## src/rtl/control_unit.sv

```systemverilog
// Multi-cycle sequencer for the DataPath: fetch, PC increment, execute,
// memory operand access and ALU write-back, with a memory wait timeout.
// Optional feature macro: TRAP_ILLEGAL_EN (adds illegal_op and traps undefined
// opcodes into HALT; when undefined, unknown opcodes behave as NOP).
// Strobes are decoded from the state and, where a memory access completes,
// from mem_ready in the same cycle. Every output is forced low while reset
// is high.
module control_unit #(
  parameter int INST_SIZE    = 6,
  parameter int MEM_WAIT_MAX = 15
) (
  input  logic                 clock,
  input  logic                 reset,
  input  logic [INST_SIZE-1:0] opcode,
  input  logic                 alu_zero,
  input  logic                 alu_overflow,
  input  logic                 mem_ready,
  output logic                 ld_alu1,
  output logic                 ld_alu2,
  output logic                 ld_pc,
  output logic                 ld_acc,
  output logic                 ld_ir,
  output logic [1:0]           pc_src,
  output logic [2:0]           alu_operation,
  output logic [1:0]           alu1_src_mux_control,
  output logic [1:0]           alu2_src_mux_control,
  output logic [1:0]           acc_src_mux_control,
  output logic [1:0]           mem_data_select_control,
  output logic [1:0]           mem_addr_select_control,
  output logic                 mem_read,
  output logic                 mem_write,
  output logic                 halted,
`ifdef TRAP_ILLEGAL_EN
  output logic                 illegal_op,
`endif
  output logic                 bus_error
);

  localparam logic [INST_SIZE-1:0] OP_NOP  = INST_SIZE'(0);
  localparam logic [INST_SIZE-1:0] OP_LDI  = INST_SIZE'(1);
  localparam logic [INST_SIZE-1:0] OP_LD   = INST_SIZE'(2);
  localparam logic [INST_SIZE-1:0] OP_ST   = INST_SIZE'(3);
  localparam logic [INST_SIZE-1:0] OP_ADD  = INST_SIZE'(4);
  localparam logic [INST_SIZE-1:0] OP_XOR  = INST_SIZE'(8);
  localparam logic [INST_SIZE-1:0] OP_JMP  = INST_SIZE'(9);
  localparam logic [INST_SIZE-1:0] OP_JZ   = INST_SIZE'(10);
  localparam logic [INST_SIZE-1:0] OP_JV   = INST_SIZE'(11);
  localparam logic [INST_SIZE-1:0] OP_JMPA = INST_SIZE'(12);
  localparam logic [INST_SIZE-1:0] OP_HLT  = INST_SIZE'(63);
  localparam logic [7:0]           WAIT_LIMIT = 8'(MEM_WAIT_MAX - 1);

  typedef enum logic [2:0] {FETCH, INCPC, EXEC, MEMOP, ALUWB, HALT} state_t;

  state_t     state;
  logic       z_flag;
  logic       v_flag;
  logic       bus_err_reg;
  logic [7:0] wait_cnt;
  logic       is_alu_op;
  logic       in_access;
  logic       timeout;

  // ADD..XOR occupy a contiguous opcode range; the ALU code is the offset.
  assign is_alu_op = (opcode >= OP_ADD) && (opcode <= OP_XOR);
  assign in_access = (state == FETCH) || (state == MEMOP);
  // wait_cnt holds the number of earlier wait cycles in this access, so this
  // cycle is the MEM_WAIT_MAX-th low cycle; a ready in this cycle still wins.
  assign timeout   = in_access && !mem_ready && (wait_cnt == WAIT_LIMIT);

`ifdef TRAP_ILLEGAL_EN
  logic illegal_reg;
  logic is_defined;
  assign is_defined = (opcode <= OP_JMPA) || (opcode == OP_HLT);
`endif

  // Sequencer state, latched ALU flags, wait counter and sticky error flags.
  always_ff @(posedge clock) begin
    if (reset) begin
      state       <= FETCH;
      z_flag      <= 1'b0;
      v_flag      <= 1'b0;
      bus_err_reg <= 1'b0;
      wait_cnt    <= 8'd0;
`ifdef TRAP_ILLEGAL_EN
      illegal_reg <= 1'b0;
`endif
    end else begin
      wait_cnt <= (in_access && !mem_ready) ? wait_cnt + 8'd1 : 8'd0;
      case (state)
        FETCH: begin
          if (mem_ready) begin
            state <= INCPC;
          end else if (timeout) begin
            bus_err_reg <= 1'b1;
            state       <= HALT;
          end
        end
        INCPC: state <= EXEC;
        EXEC: begin
          state <= FETCH;
          if (opcode == OP_LD || opcode == OP_ST || is_alu_op) begin
            state <= MEMOP;
          end else if (opcode == OP_HLT) begin
            state <= HALT;
          end
`ifdef TRAP_ILLEGAL_EN
          else if (!is_defined) begin
            illegal_reg <= 1'b1;
            state       <= HALT;
          end
`endif
        end
        MEMOP: begin
          if (mem_ready) begin
            state <= is_alu_op ? ALUWB : FETCH;
          end else if (timeout) begin
            bus_err_reg <= 1'b1;
            state       <= HALT;
          end
        end
        ALUWB: begin
          z_flag <= alu_zero;
          v_flag <= alu_overflow;
          state  <= FETCH;
        end
        HALT:    state <= HALT;
        default: state <= FETCH;
      endcase
    end
  end

  // Output decode: state-driven controls plus completion strobes on mem_ready.
  always_comb begin
    ld_alu1                 = 1'b0;
    ld_alu2                 = 1'b0;
    ld_pc                   = 1'b0;
    ld_acc                  = 1'b0;
    ld_ir                   = 1'b0;
    pc_src                  = 2'd0;
    alu_operation           = 3'd0;
    alu1_src_mux_control    = 2'd0;
    alu2_src_mux_control    = 2'd0;
    acc_src_mux_control     = 2'd0;
    mem_data_select_control = 2'd0;
    mem_addr_select_control = 2'd0;
    mem_read                = 1'b0;
    mem_write               = 1'b0;
    halted                  = 1'b0;
    bus_error               = 1'b0;
`ifdef TRAP_ILLEGAL_EN
    illegal_op              = 1'b0;
`endif
    if (!reset) begin
      bus_error = bus_err_reg;
`ifdef TRAP_ILLEGAL_EN
      illegal_op = illegal_reg;
`endif
      case (state)
        FETCH: begin
          mem_addr_select_control = 2'd2;
          mem_read                = 1'b1;
          ld_ir                   = mem_ready;
        end
        INCPC: ld_pc = 1'b1;
        EXEC: begin
          case (opcode)
            OP_NOP: ;
            OP_LDI: begin
              ld_acc              = 1'b1;
              acc_src_mux_control = 2'd1;
            end
            OP_JMP: begin
              ld_pc  = 1'b1;
              pc_src = 2'd1;
            end
            OP_JZ: begin
              ld_pc  = z_flag;
              pc_src = z_flag ? 2'd1 : 2'd0;
            end
            OP_JV: begin
              ld_pc  = v_flag;
              pc_src = v_flag ? 2'd1 : 2'd0;
            end
            OP_JMPA: begin
              ld_pc  = 1'b1;
              pc_src = 2'd2;
            end
            default: ld_alu1 = is_alu_op;
          endcase
        end
        MEMOP: begin
          mem_addr_select_control = 2'd1;
          if (opcode == OP_ST) begin
            mem_write               = 1'b1;
            mem_data_select_control = 2'd1;
          end else begin
            mem_read = 1'b1;
            if (opcode == OP_LD) begin
              ld_acc              = mem_ready;
              acc_src_mux_control = mem_ready ? 2'd2 : 2'd0;
            end else begin
              ld_alu2              = mem_ready;
              alu2_src_mux_control = mem_ready ? 2'd2 : 2'd0;
            end
          end
        end
        ALUWB: begin
          ld_acc        = 1'b1;
          alu_operation = 3'(opcode - OP_ADD);
        end
        HALT:    halted = 1'b1;
        default: ;
      endcase
    end
  end

endmodule

```

## config.mk

```make
export PLATFORM = sky130hd
export DESIGN_NAME = control_unit
export DESIGN_NICKNAME = d
export VERILOG_FILES = /design/src/rtl/control_unit.sv
export SDC_FILE = /design/constraint.sdc
export NUM_CORES = 1
export LEC_CHECK = 0
export CAP_MARGIN = 20
export CELL_PAD_IN_SITES_DETAIL_PLACEMENT = 1
export CELL_PAD_IN_SITES_GLOBAL_PLACEMENT = 1
export CORE_MARGIN = 4
export CORE_UTILIZATION = 32
export CTS_CLUSTER_DIAMETER = 200
export CTS_CLUSTER_SIZE = 28
export DETAILED_ROUTE_END_ITERATION = 8
export HOLD_SLACK_MARGIN = 0.06
export PLACE_DENSITY_LB_ADDON = 0.05
export RECOVER_POWER = 25
export SKIP_CTS_REPAIR_TIMING = 1
export SYNTH_ARGS = -nofsm -noshare
export SYNTH_HDL_FRONTEND = slang
export SYNTH_SLANG_ARGS = --single-unit
```

## constraint.sdc

```tcl
create_clock -name clock -period 2.1 [get_ports clock]
set_input_delay 0.42 -clock clock [delete_from_list [all_inputs] [get_ports clock]]
set_output_delay 0.42 -clock clock [all_outputs]
set_load 0.02 [all_outputs]
```

==> results.md, run 1 <==
* Largest net degree at the start of global routing at 20
* Multi-input combinational cell area at 732 um^2
* Gr usage total at 17.7%
* Fraction of layout cells with a size suffix above 1 at 33.0%
* Drt wl/cell at 15.3 um
* CP delay by family, top: simple AND/OR/NAND/NOR gates
* Antenna diode count at 0
* Critical path's slowest cell: nor4_1
* Dpl hpwl at 2.85 mm
* Total congestion overflow at 0
* Placed Instances at 232
* Reg area at 280 um^2
* Synth top cells by count: nor2_1 (18), dfxtp_1 (14), nand2_1 (12), buf_4 (10), nor4_1 (9)
* Routed Antenna Nets at 0
* Asr flop ratio synth at 0%
* Drt pass-1 iters at 4
* Crit-path cells: nand2b_4 -> nor2_2 -> buf_4 -> nand2_2 -> nor4_1 -> dlymetal6s2s_1
* Worst path required time at 1680 ps
* Yosys top cell area share at 26.7%
* Final hold vios at 0
* Place WS at -718 ps
* Dominant cells by area after synthesis: dfxtp_1 (27%), buf_4 (7.2%), nor2_1 (6.4%)
* Crit path DAT at 1660 ps
* Row cnt at 20
* Crit path largest cell delay at 320 ps
* Total power at 0.609 mW
* Initial antenna violation count at 0
* Total die area at 4260 um^2
* P per Cell Area at 367 nW/um^2
* Routed WL at 3.63 mm
* Max reg flops at 8
* Fin worst setup slack at 20.7 ps
* DRC viols at 0
* Synth warn at 0
* Mean post-synth cell area at 7.44 um^2
* Yosys cell types at 40
* IO buf count at 30
* MaxCap Viol Count at 0
* CTS H-tree depth at 1
* Reg with most FFs: wait_cnt
* Setup TNS at 0 ps
* Clock edge transition at the registers on the reported setup and hold paths at 80 ps
* Worst R2R Setup Slack at 530 ps
* Ports at 35
* Via/cell ratio at 5.05
* Count leader, synth: nor2_1
* Critical Path Sink Type: output pin
* Worst path bufs/invs at 2
* #FFs+latches synth at 14
* Top flop regs: wait_cnt x8, state x3
* Clk root buf: clkbuf_4
* Global-route wire length before repair at 5.93 mm
* Core region area at 3100 um^2
* EDFF count, synth at 0
* Class of the worst hold path: flop to flop
* Final Wtd Congestion at 0.871
* DRT iter0 DRCs at 49
* Area after DPL at 1530 um^2
* Final hold slack at 481 ps
* Initial Util at 33.8%
* Chip height at 65.2 um
* Worst-skew pair later-pin latency at 280 ps
* TritonCTS Sinks at 14
* Highest Clock Rate at 481 MHz
* Num CTS Buffers at 3
* CP Class: flop to output pin
* Design area at 1660 um^2
* Layout area overhead at 58.1%
* Synth Instances at 141
* Die width at 65.2 um
* Minimum clock period at 2080 ps
* Final period util at 99.0%
* Fin. max-slew vios at 0
* Setup Viol. Count Final at 0
* Critical path startpoint category: flop
* Routed vias at 1,201
* Outcome: finished clean
* Fill count at 414
* Clk buf depth at 2
* P_leak at 0.856 nW
* Post-route insts no fill at 238
* Final core utilization at 53.4%
* Most used DFF post-synth: dfxtp_1
* Cell taking the most area after synthesis: dfxtp_1
* CTS tree: built
* Seq/Total Area, Yosys at 26.7%
* Vias in the first global route at 1,228
* Crit Path Max Fanout at 3
* Final layout net count at 209
* Clock Skews at 2.57 ps
* Mapped Area at 1050 um^2
* Peak supply drop at 0.331 mV
where the power goes:
part / switching [mW] / internal [mW] / total (mW)
Clock: 0.0801 / 0.0666 / 0.147
Combinational: 0.102 / 0.0826 / 0.185
Sequential: 0.00643 / 0.271 / 0.277
worst paths after layout:
| path | startpoint | to | cells after the start |
|---|---|---|---|
| setup / recovery | state[2]$_SDFF_PP0_ | acc_src_mux_control[0] | 6 |
| hold / removal | bus_err_reg$_SDFFE_PP0P_ | bus_err_reg$_SDFFE_PP0P_ | 2 |
| setup reg to reg | wait_cnt[0]$_SDFF_PP0_ | state[0]$_SDFF_PP0_ | 6 |
| hold reg to reg | bus_err_reg$_SDFFE_PP0P_ | bus_err_reg$_SDFFE_PP0P_ | 2 |
area by class of cell:
cell class	instances	area share, %
inverters	5	1.13
repair buffers	63	33.1
multi-input cells	109	44.2
flip-flops and latches	14	16.9
well taps	44	3.32
clock buffers	3	1.36
cell usage in the layout (no fill, tap or decap), drive strengths merged, types with 2 or more instances in the layout:
| cell type | n |
|---|---|
| a21o | 2 |
| a21oi | 6 |
| and2 | 3 |
| buf | 39 |
| clkbuf | 8 |
| clkdlybuf4s50 | 3 |
| conb | 4 |
| dfxtp | 14 |
| dlymetal6s2s | 16 |
| ha | 2 |
| inv | 5 |
| nand2 | 12 |
| nand2b | 4 |
| nand3 | 3 |
| nand3b | 2 |
| nand4 | 3 |
| nor2 | 18 |
| nor2b | 3 |
| nor3 | 6 |
| nor3b | 2 |
| nor4 | 9 |
| o21ai | 8 |
| or2 | 2 |
| or3 | 2 |
| xnor2 | 2 |
| xor2 | 4 |
cells by family after synthesis:
kind of cell             Yosys count  share of synthesized area, %
AO/OA/AOI/OAI                     24                          14.3
XOR/XNOR                           6                          5.01
adder cells (fa/ha/maj)            2                          2.39
buffers and inverters             21                          12.3
flip-flops                        14                          26.7
multiplexers                       1                         0.955
other                              1                         0.358
AND/OR/NAND/NOR                   72                          37.9
metal layers:
layer	vias up	track usage (%)	routed length, um
li1	593	-	-
met4	0	5.70	26
met2	23	28.6	1720
met1	581	22.8	1740
met3	4	4.44	143
met5	-	0	0
worst register-to-register path: stages, from the launching register on:
cell and delay (ps):
dfxtp_1 430, inv_1 70, ha_1 190, and4b_1 220, nor2b_1 180, o311ai_1 250
a31oi_1 120
No activity file was read; power rests on OpenSTA's default activity.
==> run 2: changes to the inputs <==
Clock period 2.1 ns to 2 ns, I/O delays scaled along.
==> results.md, run 2 (synthesis results as in run 1) <==
* Outcome: finished clean
* Unrepaired setup endpoints after global routing: yes
* Antenna diode count at 0
* Initial Util at 33.8%
* Minimum clock period at 1960 ps
* Worst reg2reg endpoint: state[0]$_SDFF_PP0_
* DRT iter0 DRCs at 47
* Worst-skew pair later-pin latency at 280 ps
* Class of the worst hold path: flop to flop
* Crit path largest cell delay at 240 ps
* Critical path's slowest cell: nor4_4
* Fill count at 410
* Ports at 35
* Chip height at 65.2 um
* Fraction of layout cells with a size suffix above 1 at 40.7%
* Gr busiest metal: met2
* Largest net degree at the start of global routing at 20
* Critical R2R Launch: wait_cnt[0]$_SDFF_PP0_
* Final Wtd Congestion at 0.885
* Final layout net count at 209
* Most frequent cells in the layout: buf_4 (34), nor2_1 (16), dlymetal6s2s_1 (12), dfxtp_1 (11)
* CTS H-tree depth at 1
* Peak supply drop at 0.403 mV
* Die width at 65.2 um
* CP Class: input pin to output pin
* Worst hold endpoint: bus_err_reg$_SDFFE_PP0P_
* Crit path DAT at 1560 ps
* TritonCTS Sinks at 14
* Worst r2r path cells at 6
* Drt pass-1 iters at 4
* Fin worst setup slack at 43.9 ps
* Total die area at 4260 um^2
* IO buf count at 30
* Routed vias at 1,216
* Clk root buf: clkbuf_4
* Layout area overhead at 59.3%
* Clock Skews at 4.40 ps
* Final hold vios at 0
* Fin. max-slew vios at 0
* Post-route insts no fill at 238
* Reg with most FFs: wait_cnt
* Core region area at 3100 um^2
* GR Util met3 at 3.59%
* Final hold slack at 469 ps
* Routed WL at 3.60 mm
* Crit-path cells: dlymetal6s2s_1 -> buf_6 -> nor4_4 -> buf_4 -> nand3_2 -> a21o_1 -> buf_4
* P_leak at 0.816 nW
* Most used cell, CP: buf_4
* Clock edge transition at the registers on the reported setup and hold paths at 80 ps
* Place WS at -787 ps
* Highest Clock Rate at 511 MHz
* MaxCap Viol Count at 0
* Hold Path Depth at 2
* CP delay by family, top: buffers and inverters
* Worst path required time at 1600 ps
* Setup Viol. Count Final at 0
* Worst R2R Setup Slack at 420 ps
* Grt met1 use at 22.3%
* Worst path bufs/invs at 4
* Max reg flops at 8
* Met2 track demand over resource at 29.2%
* Initial antenna violation count at 0
* Critical Path Sink Type: output pin
* Total congestion overflow at 0
* CTS tree: built
* Vias in the first global route at 1,218
* Dpl hpwl at 2.81 mm
* Row cnt at 20
* Num CTS Buffers at 3
* CP Depth at 7
* Total power at 0.656 mW
* Gr usage total at 16.9%
* Top flop regs: wait_cnt x8, state x3
* Drt wl/cell at 15.1 um
* Placed Instances at 233
* Critical path startpoint category: input pin
* Min-Delay Startpoint: bus_err_reg$_SDFFE_PP0P_
* Routed Antenna Nets at 0
* Final period util at 97.8%
* Global-route wire length before repair at 5.75 mm
* Crit Path Max Fanout at 4
* Clk buf depth at 2
* Most common cell after layout, fill and taps aside: buf_4
* Via/cell ratio at 5.11
* P per Cell Area at 393 nW/um^2
* DRC viols at 0
-- run 2: cell count changes in the layout (fill, tap and decap cells not counted), moves of 2 or more --
cell	previous run	this run
clkbuf_2	4	9
dfxtp_2	0	3
nand2_1	11	9
dfxtp_1	14	11
dlymetal6s2s_1	16	12
nor4_1	7	5
nor4_2	0	2
-- run 2: worst max-delay path by stage --
stage	startpoint	end	slack [ps]
2_1_floorplan	state[0]$_SDFF_PP0_	alu2_src_mux_control[1]	-90
3_3_place_gp	opcode[4]	pc_src[0]	-760
3_5_place_dp	opcode[4]	pc_src[0]	-790
4_1_cts	opcode[4]	pc_src[0]	-810
5_1_grt	opcode[4]	mem_read	-40
6_report	opcode[4]	mem_read	40
-- run 2: power by group --
part	switching (mW)	total [mW]	leakage, nW	internal (mW)
logic	0.113	0.208	0.687	0.0947
clock network	0.0854	0.155	0.0138	0.0698
registers	0.00799	0.293	0.115	0.285
total	0.207	0.656	0.816	0.449
-- run 2: cell type report --
type	instances	area, um^2	area share (%)
Multi-Input combinational cell	109	761	45.5
Tap cell	44	55.1	3.30
Clock buffer	3	22.5	1.35
Sequential cell	14	284	17.0
Inverter	5	18.8	1.12
Timing Repair Buffer	63	529	31.7
-- run 2: metal layers --
metal  share of wire, %  wire (um)
met5                  0          0
met2                 50       1810
met4               0.11          4
met3                4.5        160
met1                 45       1620
-- run 2: worst register-to-register path: cells and delay by family (launching register included) --
family / cells / cell delay, ps
DFF: 1 / 420
AOI/OAI and AO/OA: 2 / 410
and+or+nand+nor: 2 / 390
adders and majority gates: 1 / 190
buffers and inverters: 1 / 70
-- run 2: metrics by stage --
stage | TNS [ps] | utilization [%] | cell area [um^2]
after floorplan | -205 | - | 1060
after global placement | -11070 | 49.6 | 1540
after detailed placement | -11300 | 49.6 | 1540
after CTS | -11340 | 50.3 | 1560
after global routing | -175 | 53.8 | 1670
final | 0 | 53.8 | 1670
